## config.mk

```make
export PLATFORM = sky130hd
export DESIGN_NAME = key_matrix_scanner
export DESIGN_NICKNAME = d
export VERILOG_FILES = /design/src/rtl/key_matrix_scanner_pkg.sv /design/src/rtl/key_debounce.sv /design/src/rtl/key_matrix_scanner.sv
export SDC_FILE = /design/constraint.sdc
export NUM_CORES = 1
export LEC_CHECK = 0
export BUFFER_PORTS_ARGS = -buffer_cell sky130_fd_sc_hd__buf_2
export CORE_ASPECT_RATIO = 1.2
export CORE_MARGIN = 2
export CORE_UTILIZATION = 25
export DETAILED_ROUTE_END_ITERATION = 8
export SYNTH_ARGS = -nofsm -noshare
export SYNTH_HDL_FRONTEND = slang
export SYNTH_SLANG_ARGS = --single-unit
```

## constraint.sdc

```tcl
create_clock -name clk -period 2.16 [get_ports clk]
set_input_delay 0.216 -clock clk [delete_from_list [all_inputs] [get_ports clk]]
set_output_delay 0.216 -clock clk [all_outputs]
set_load 0.005 [all_outputs]
```

## src/rtl/key_matrix_scanner_pkg.sv

```systemverilog
// Shared definitions for the key matrix scanner.
//   KEY_CODE_W : width of the key code presented to the consumer
//   key_index  : maps (row, col) to the key code / keys_down bit index
package key_matrix_scanner_pkg;

  localparam int KEY_CODE_W = 4;

  function automatic logic [KEY_CODE_W-1:0] key_index(input int row,
                                                      input int col,
                                                      input int num_cols);
    return KEY_CODE_W'(row * num_cols + col);
  endfunction

endpackage

```

## src/rtl/key_debounce.sv

```systemverilog
// Per-key debouncer. The counter only advances on this key's column sample.
// Ports:
//   clk        : system clock
//   rst        : synchronous active-high reset
//   sample_en  : one-cycle strobe, this key's column is being sampled
//   raw        : synchronized row level for this key
//   level      : debounced key level
//   rise_pulse : one-cycle pulse the cycle after level goes 0->1
module key_debounce
  import key_matrix_scanner_pkg::*;
#(
  parameter int DEBOUNCE_SCANS = 4
) (
  input  logic clk,
  input  logic rst,
  input  logic sample_en,
  input  logic raw,
  output logic level,
  output logic rise_pulse
);

  localparam int CNT_W = $clog2(DEBOUNCE_SCANS + 1);

  logic [CNT_W-1:0] cnt_q, cnt_d;
  logic             level_q, level_d;
  logic             rise_q, rise_d;
  logic [CNT_W-1:0] cnt_inc;

  assign cnt_inc = cnt_q + 1'b1;

  always_comb begin
    cnt_d   = cnt_q;
    level_d = level_q;
    rise_d  = 1'b0;
    if (sample_en) begin
      if (raw == level_q) begin
        cnt_d = '0;
      end else if (cnt_inc == CNT_W'(DEBOUNCE_SCANS)) begin
        // Enough disagreeing samples in a row: accept the new level.
        level_d = ~level_q;
        cnt_d   = '0;
        rise_d  = ~level_q;
      end else begin
        cnt_d = cnt_inc;
      end
    end
  end

  always_ff @(posedge clk) begin
    if (rst) begin
      cnt_q   <= '0;
      level_q <= 1'b0;
      rise_q  <= 1'b0;
    end else begin
      cnt_q   <= cnt_d;
      level_q <= level_d;
      rise_q  <= rise_d;
    end
  end

  assign level      = level_q;
  assign rise_pulse = rise_q;

endmodule

```

## src/rtl/key_matrix_scanner.sv

```systemverilog
// Push-button matrix scanner: drives one-hot columns, synchronizes and
// debounces every key, and turns debounced presses into single events held
// in a one-entry valid/ack slot.
// Ports:
//   clk       : system clock
//   rst       : synchronous active-high reset
//   COL_SEL   : one-hot column drive
//   ROW_IN    : asynchronous row returns (high = pressed)
//   key_valid : an event is pending
//   key_code  : pending key index (row*NUM_COLS+col), stable while valid
//   key_ack   : consumer accepts the pending event
//   key_lost  : sticky, at least one press event was dropped
//   keys_down : debounced level of every key, bit index = key code
module key_matrix_scanner
  import key_matrix_scanner_pkg::*;
#(
  parameter int NUM_COLS       = 4,
  parameter int NUM_ROWS       = 4,
  parameter int SCAN_DIV       = 1000,
  parameter int DEBOUNCE_SCANS = 4
) (
  input  logic                           clk,
  input  logic                           rst,
  output logic [NUM_COLS-1:0]            COL_SEL,
  input  logic [NUM_ROWS-1:0]            ROW_IN,
  output logic                           key_valid,
  output logic [KEY_CODE_W-1:0]          key_code,
  input  logic                           key_ack,
  output logic                           key_lost,
  output logic [NUM_ROWS*NUM_COLS-1:0]   keys_down
);

  localparam int NUM_KEYS = NUM_ROWS * NUM_COLS;
  localparam int DW_W     = $clog2(SCAN_DIV);

  logic [DW_W-1:0]       dwell_q, dwell_d;
  logic [NUM_COLS-1:0]   col_q, col_d;
  logic [NUM_ROWS-1:0]   row_meta_q, row_sync_q;
  logic                  valid_q, valid_d;
  logic [KEY_CODE_W-1:0] code_q, code_d;
  logic                  lost_q, lost_d;

  logic                  sample_en;
  logic [NUM_KEYS-1:0]   rise;
  logic                  evt_any;
  logic                  evt_multi;
  logic [KEY_CODE_W-1:0] evt_code;
  logic                  slot_load;
  logic                  slot_drop;

  // The last cycle of a column's dwell is its sample point, giving the rows
  // time to settle and pass through the synchronizer.
  assign sample_en = (dwell_q == DW_W'(SCAN_DIV - 1));

  always_comb begin
    dwell_d = dwell_q + 1'b1;
    col_d   = col_q;
    if (sample_en) begin
      dwell_d = '0;
      col_d   = (col_q << 1) | (col_q >> (NUM_COLS - 1));
    end
  end

  for (genvar r = 0; r < NUM_ROWS; r++) begin : g_row
    for (genvar c = 0; c < NUM_COLS; c++) begin : g_col
      key_debounce #(
        .DEBOUNCE_SCANS(DEBOUNCE_SCANS)
      ) u_deb (
        .clk       (clk),
        .rst       (rst),
        .sample_en (sample_en & col_q[c]),
        .raw       (row_sync_q[r]),
        .level     (keys_down[r*NUM_COLS+c]),
        .rise_pulse(rise[r*NUM_COLS+c])
      );
    end
  end

  // All rises in one cycle come from the same column. Walking rows from the
  // top down lets the lowest row overwrite, so it wins; a second hit marks
  // that the other events are being dropped.
  always_comb begin
    evt_any   = 1'b0;
    evt_multi = 1'b0;
    evt_code  = '0;
    for (int r = NUM_ROWS - 1; r >= 0; r--) begin
      for (int c = 0; c < NUM_COLS; c++) begin
        if (rise[r*NUM_COLS+c]) begin
          if (evt_any) evt_multi = 1'b1;
          evt_any  = 1'b1;
          evt_code = key_index(r, c, NUM_COLS);
        end
      end
    end
  end

  assign slot_load = evt_any && (!valid_q || key_ack);
  assign slot_drop = evt_multi || (evt_any && valid_q && !key_ack);

  always_comb begin
    valid_d = valid_q;
    code_d  = code_q;
    lost_d  = lost_q;
    if (slot_load) begin
      valid_d = 1'b1;
      code_d  = evt_code;
    end else if (key_ack && valid_q) begin
      valid_d = 1'b0;
    end
    // A drop in the same cycle as an ack keeps the flag set.
    if (slot_drop) begin
      lost_d = 1'b1;
    end else if (key_ack && valid_q) begin
      lost_d = 1'b0;
    end
  end

  always_ff @(posedge clk) begin
    if (rst) begin
      dwell_q    <= '0;
      col_q      <= NUM_COLS'(1);
      row_meta_q <= '0;
      row_sync_q <= '0;
      valid_q    <= 1'b0;
      code_q     <= '0;
      lost_q     <= 1'b0;
    end else begin
      dwell_q    <= dwell_d;
      col_q      <= col_d;
      row_meta_q <= ROW_IN;
      row_sync_q <= row_meta_q;
      valid_q    <= valid_d;
      code_q     <= code_d;
      lost_q     <= lost_d;
    end
  end

  assign COL_SEL   = col_q;
  assign key_valid = valid_q;
  assign key_code  = code_q;
  assign key_lost  = lost_q;

endmodule

```

==> results.sh, run 1 <==
export IMPL_critical_path_class="flip-flop to flip-flop"
export IMPL_cts_path_max_buffers=2
export IMPL_place_gp_congestion=0.772
export IMPL_port_buffers=32
export IMPL_cts_tree="built"
export IMPL_power_density_nw_per_um2=636
export IMPL_clkLatencyLatePin_ns=0.34
export IMPL_antenna_found_initial=0
export IMPL_status="complete, no violations"
export IMPL_grt_pass1_wl_um=19200
export IMPL_vias=4144
export IMPL_timing_hold_ws_ns=0.0779
export IMPL_dp_hpwl_um=8270
export IMPL_synthTopCellsByArea="dfxtp_1, ha_1, a21oi_1, nand2_1, xor2_1"
export IMPL_cp_startpoint="dwell_q[0]"
export IMPL_ys_flop_type="dfxtp_1"
export IMPL_hold_class="primary input to flip-flop"
export IMPL_yosysTopAreaCell="dfxtp_1"
export IMPL_total_power_uw=3750
export IMPL_period_share_pct=86.9
export IMPL_setup_viol=0
export IMPL_utilization_pct=29.1
export IMPL_grtUsageTotal_pct=10.9
export IMPL_io_pins=33
export IMPL_syn_avg_cell_area_um2=8.73
export IMPL_htree_levels=3
export IMPL_critPathArrivalTime_ns=2.07
export IMPL_numCtsBuffers=9
export IMPL_grt_start_max_net_pins=28
export IMPL_ys_seq_area_share_pct=41.6
export IMPL_r2r_slack_ns=0.28
export IMPL_rsz0062_at_grt="false"
export IMPL_crit_fanout=19
export IMPL_die_w_um=136
export IMPL_syn_nets=635
export IMPL_drc=0
export IMPL_timing_rr_start="dwell_q[0]"
export IMPL_yosysMostFrequentCell="dfxtp_1"
export IMPL_r2r_cells=6
export IMPL_synth_top_area_share_pct=41.6
export IMPL_die_area_um2=22000
export IMPL_post_cts_buffers=0
export IMPL_p_leak_uw=0.00235
export IMPL_final_layout_size_suffix_gt1_share_pct=11.3
export IMPL_setup_worst_path_end="g_row[3].g_col[3].u_deb.rise_pulse"
export IMPL_clk_pin_slew_worst_paths_ns=0.07
export IMPL_drt_wirelength_per_cell_um=13.3
export IMPL_initial_core_util_pct=25.6
export IMPL_firstDrtPassIters=4
export IMPL_core_um2=20300
export IMPL_die_h_um=162
export IMPL_startpoint_type="flip-flop"
export IMPL_clkSinkCount=108
export IMPL_cap_violations=0
export IMPL_synthTopCellsByCount="dfxtp_1, nand2_1, a21oi_1, nor2_1, ha_1"
export IMPL_fmax_mhz=533
export IMPL_maxSlewHeadroom_pct=60.6
export IMPL_ctsRootBufferMaster="clkbuf_16"
export IMPL_hold_violations=0
export IMPL_wirelength_um=11800
export IMPL_slew_viol_final=0
export IMPL_tightest_slew_ns=0.590
export IMPL_via_per_inst=4.68
export IMPL_synth_seq_cells=108
export IMPL_yosysUniqueCellTypes=45
export IMPL_drtAntennaViolNets=0
export IMPL_globalRouteOverflowTotal=0
export IMPL_cp_end_kind="flip-flop"
export IMPL_syn_to_final_growth_pct=13.7
export IMPL_synth_cell_area_um2=5190
export IMPL_synthArstFlopShare_pct=0
export IMPL_antenna_cells=0
export IMPL_fp_row_count=57
export IMPL_setup_tns_final_ns=0
export IMPL_drtIter0Drc=258
export IMPL_critical_path_required_ns=2.35
export IMPL_synth_edf_count=0
export IMPL_first_global_vias=3787
export IMPL_nets=656
export IMPL_r2r_end="g_row[3].g_col[3].u_deb.rise_pulse"
export IMPL_peakVddDrop_uv=335
export IMPL_fin_worst_skew_ns=0.00810
export IMPL_yosys_warnings=0
export IMPL_period_needed_ns=1.88
export IMPL_synth_cells=595
where the power goes:
part,leakage [µW],switching (µW),internal (µW)
combinational,0.00134,60.3,31.0
sequential,0.000872,12.9,2000
clock,0.000140,712,935
placed cells by master, fill, tap and decap left out, drive strengths merged, types with 6 or more instances in the layout:
master    n
nor3     19
buf      50
nand2    74
o21ai    25
nand4    14
clkbuf   13
nor4b    16
nor2b     9
a21oi    66
nand3b   14
xnor2    18
inv       6
nor2     41
nand2b    7
nand3    22
and3      6
dfxtp   108
ha       33
nor4     17
xor2     26
critical path, stage by stage (launching register included):
cell      delay [ns]
dfxtp_1         0.35
ha_1            0.22
nand4b_2        0.17
nor3_2          0.22
nand2_1         0.10
buf_4           0.21
nor4_1          0.45
metrics by stage:
| step | area (µm²) | std cells | setup slack [ns] |
|---|---|---|---|
| 6_report | 5910 | 886 | 0.283 |
| 5_1_grt | 5910 | 886 | 0.0634 |
| 4_1_cts | 5900 | 886 | 0.226 |
| 3_5_place_dp | 5600 | 870 | 0.266 |
| 3_3_place_gp | 5600 | 870 | 0.306 |
| 2_1_floorplan | 5190 | 595 | 0.359 |
cells by family (layout without fill, tap and decap cells):
kind of cell	Yosys count	in the layout	share of synthesized area, %
buffers and inverters	46	72	4.62
AND/OR/NAND/NOR	251	251	26.0
adder cells (fa/ha/maj)	35	35	8.33
flip-flops	108	108	41.6
AO/OA/AOI/OAI	111	111	12.0
XOR/XNOR	44	44	7.42
worst min-delay path by stage:
stage | from | endpoint | slack [ns] | cells after the start
floorplan | ROW_IN[0] | row_meta_q[0] | 0.34 | 1
global placement | row_meta_q[3] | row_sync_q[3] | 0.42 | 1
detailed placement | row_meta_q[3] | row_sync_q[3] | 0.42 | 1
CTS | ROW_IN[2] | row_meta_q[2] | 0.07 | 2
global route | ROW_IN[1] | row_meta_q[1] | 0.08 | 2
finish | ROW_IN[2] | row_meta_q[2] | 0.08 | 2
flip-flops by register name, indices dropped and copies added (netlist names):
signal                        cells
key_lost                          1
g_row.g_col.u_deb.level          16
row_sync_q                        4
key_code                          4
g_row.g_col.u_deb.cnt_q          48
COL_SEL                           4
dwell_q                          10
row_meta_q                        4
g_row.g_col.u_deb.rise_pulse     16
key_valid                         1
final cells by class:
class / instances / area [µm²]
clock buffer: 13 / 250
clock inverter: 3 / 46.3
fill: 2178 / 14400
inverter: 6 / 22.5
multi-input combinational: 441 / 2800
sequential: 108 / 2160
tap: 265 / 332
timing repair buffer: 50 / 295
per-layer routing:
layer	share of wire [%]	vias up	track usage, %	wire (µm)
met1	47	1937	14.4	5490
met4	2.3	0	4.40	269
met5	0	-	0	0
li1	-	2129	-	-
met3	4.4	14	2.22	514
met2	47	64	17.5	5490
timing repair:
action	in CTS	in global routing
resized for setup	0	1
endpoints found under the setup margin	0	1
hold buffers	0	0
No activity file was read; power rests on OpenSTA's default activity.
==> run 2, diff against run 1 <==
Settings changed: ABC_AREA set to 1.
==> run 2 against run 1 <==
Die area rose by 0.75%. Combinational power shrank 12%. Clock power is 9% lower. Utilization fell by 0.86 points. Sequential share of layout area is 0.34 points higher. Largest cell class unchanged.
==> results.sh, run 2 <==
export IMPL_cts_hold_repair_buffers=0
export IMPL_first_global_vias=3865
export IMPL_synthTopCellsByArea="dfxtp_1, nand2_1, ha_1, inv_1, nor2_1"
export IMPL_clkLatencyLatePin_ns=0.35
export IMPL_final_cell_area_um2=5850
export IMPL_dpl_cell_area_um2=5580
export IMPL_synth_edf_count=0
export IMPL_syn_nets=727
export IMPL_peakVddDrop_uv=319
export IMPL_critical_path_required_ns=2.44
export IMPL_yosys_warnings=0
export IMPL_crit_fanout=6
export IMPL_nets=742
export IMPL_final_cell_mix="nand2_1, dfxtp_1, inv_1"
export IMPL_synth_cell_area_um2=5240
export IMPL_grt_start_max_net_pins=81
export IMPL_synth_seq_cells=108
export IMPL_r2r_cells=11
export IMPL_rsz0062_at_grt="false"
export IMPL_timing_rr_start="dwell_q[0]"
export IMPL_fin_worst_skew_ns=0.00601
export IMPL_hold_start="ROW_IN[3]"
export IMPL_cp_end_kind="flip-flop"
export IMPL_synthArstFlopShare_pct=0
export IMPL_synthTopCellsByCount="nand2_1, dfxtp_1, inv_1, nor2_1, a21oi_1"
export IMPL_drtIter0Drc=249
export IMPL_syn_to_final_growth_pct=11.8
export IMPL_yosysMostFrequentCell="nand2_1"
export IMPL_r2r_slack_ns=0.18
export IMPL_critical_path_class="flip-flop to flip-flop"
export IMPL_tightest_slew_ns=0.435
export IMPL_dp_hpwl_um=7860
export IMPL_mostFrequentLayoutCell="nand2_1"
export IMPL_port_buffers=32
export IMPL_grt_pass1_wl_um=18100
export IMPL_drt_wirelength_per_cell_um=11.0
export IMPL_synth_top_area_share_pct=41.3
export IMPL_antenna_cells=0
export IMPL_core_um2=20800
export IMPL_ys_flop_type="dfxtp_1"
export IMPL_startpoint_type="flip-flop"
export IMPL_p_leak_uw=0.00250
export IMPL_clkSinkCount=108
export IMPL_htree_levels=3
export IMPL_via_per_inst=4.28
export IMPL_timing_hold_ws_ns=0.0720
export IMPL_die_w_um=136
export IMPL_fmax_mhz=506
export IMPL_yosysUniqueCellTypes=35
export IMPL_place_gp_congestion=0.808
export IMPL_status="complete, no violations"
export IMPL_firstDrtPassIters=4
export IMPL_cts_tree="built"
export IMPL_slew_viol_final=0
export IMPL_power_density_nw_per_um2=615
export IMPL_fp_row_count=58
export IMPL_drc=0
export IMPL_period_needed_ns=1.98
export IMPL_maxSlewHeadroom_pct=70.9
export IMPL_io_pins=33
export IMPL_critPathArrivalTime_ns=2.25
export IMPL_r2r_end="g_row[1].g_col[3].u_deb.level"
export IMPL_ys_seq_area_share_pct=41.3
export IMPL_clk_pin_slew_worst_paths_ns=0.07
export IMPL_vias=4172
export IMPL_yosysTopAreaCell="dfxtp_1"
export IMPL_utilization_pct=28.2
export IMPL_globalRouteOverflowTotal=0
export IMPL_syn_avg_cell_area_um2=7.62
export IMPL_setup_viol=0
export IMPL_hold_class="primary input to flip-flop"
export IMPL_final_layout_size_suffix_gt1_share_pct=11.5
export IMPL_setup_tns_final_ns=0
export IMPL_hold_violations=0
export IMPL_period_share_pct=91.5
export IMPL_grtUsageTotal_pct=10.3
export IMPL_antenna_found_initial=0
export IMPL_cts_path_max_buffers=2
export IMPL_wirelength_um=10700
export IMPL_die_area_um2=22100
export IMPL_die_h_um=163
export IMPL_cap_violations=0
export IMPL_regMostFlops="g_row.g_col.u_deb.cnt_q"
export IMPL_holdPathEnd="row_meta_q[3]"
export IMPL_synth_cells=687
export IMPL_largest_reg_flops=48
export IMPL_hold_path_depth=3
export IMPL_numCtsBuffers=9
export IMPL_ctsRootBufferMaster="clkbuf_16"
export IMPL_initial_core_util_pct=25.2
export IMPL_drtAntennaViolNets=0
## run 2: cell count changes after synthesis, moves of 15 or more
cell | before | now
or2_2 | 0 | 15
nand2_1 | 74 | 140
xor2_1 | 26 | 11
nor4_1 | 17 | 1
inv_1 | 6 | 87
nor2_1 | 41 | 71
## run 2: area by class of cell
cell class	instances	area [µm²]
Fill cell	2248	14900
Multi-Input combinational cell	458	2560
Sequential cell	108	2160
Inverter	90	338
Tap cell	270	338
Clock buffer	12	246
Timing Repair Buffer	35	195
Clock inverter	2	12.5
## run 2: cells by family (layout without fill, tap and decap cells)
kind of cell,Yosys count,count (layout),synth area share (%)
fa+ha+maj,33,33,7.89
flops,108,108,41.3
xor+xnor,17,17,2.84
simple gates,312,312,28.0
compound gates,96,96,10.1
buf+inv,121,139,9.85
## run 2: power by group
group	switching, µW	total [µW]	internal, µW	leakage [µW]
logic	55.8	80.3	24.5	0.00150
clock network	702	1500	800	0.000125
registers	13.1	2010	2000	0.000872
## run 2: per-stage QoR
stage / cells / total power [µW] / worst slack (ns)
after global placement: 960 / 2140 / 0.210
final: 975 / 3600 / 0.184
after CTS: 974 / 3650 / 0.127
after global routing: 975 / 3730 / 0.000245
after floorplan: 687 / 2110 / 0.450
after detailed placement: 960 / 2140 / 0.141
## run 2: layer usage
metal / wire length, µm / track usage [%]
met3: 421 / 2.65
met4: 262 / 4.07
met1: 5050 / 12.6
met2: 4980 / 17.1
met5: 0 / 0
## run 2: worst max path at each step
stage               depth (start not counted)       start  slack [ns]                                to
floorplan                                  10  dwell_q[0]        0.45     g_row[3].g_col[2].u_deb.level
global placement                            9  dwell_q[0]        0.21  g_row[3].g_col[3].u_deb.cnt_q[0]
detailed placement                          9  dwell_q[0]        0.14  g_row[3].g_col[3].u_deb.cnt_q[0]
CTS                                         9  dwell_q[0]        0.13  g_row[3].g_col[3].u_deb.cnt_q[0]
global route                               11  dwell_q[0]      0.0002     g_row[1].g_col[3].u_deb.level
finish                                     11  dwell_q[0]        0.18     g_row[1].g_col[3].u_deb.level
## run 2: critical path, cell delays in order (launching register included)
cell and delay [ns]:
dfxtp_1 0.37, ha_1 0.20, nand2_1 0.06, nor2_1 0.16, nand4_4 0.24, nor2_4 0.23
buf_4 0.16, nand2_1 0.06, nor2_1 0.10, inv_1 0.07, nor3_2 0.13, o21bai_1 0.13
## run 2: timing repair
item | in CTS | in global routing
buffers inserted | 0 | 1
gates resized for setup | 0 | 1
setup endpoints to repair | 0 | 3
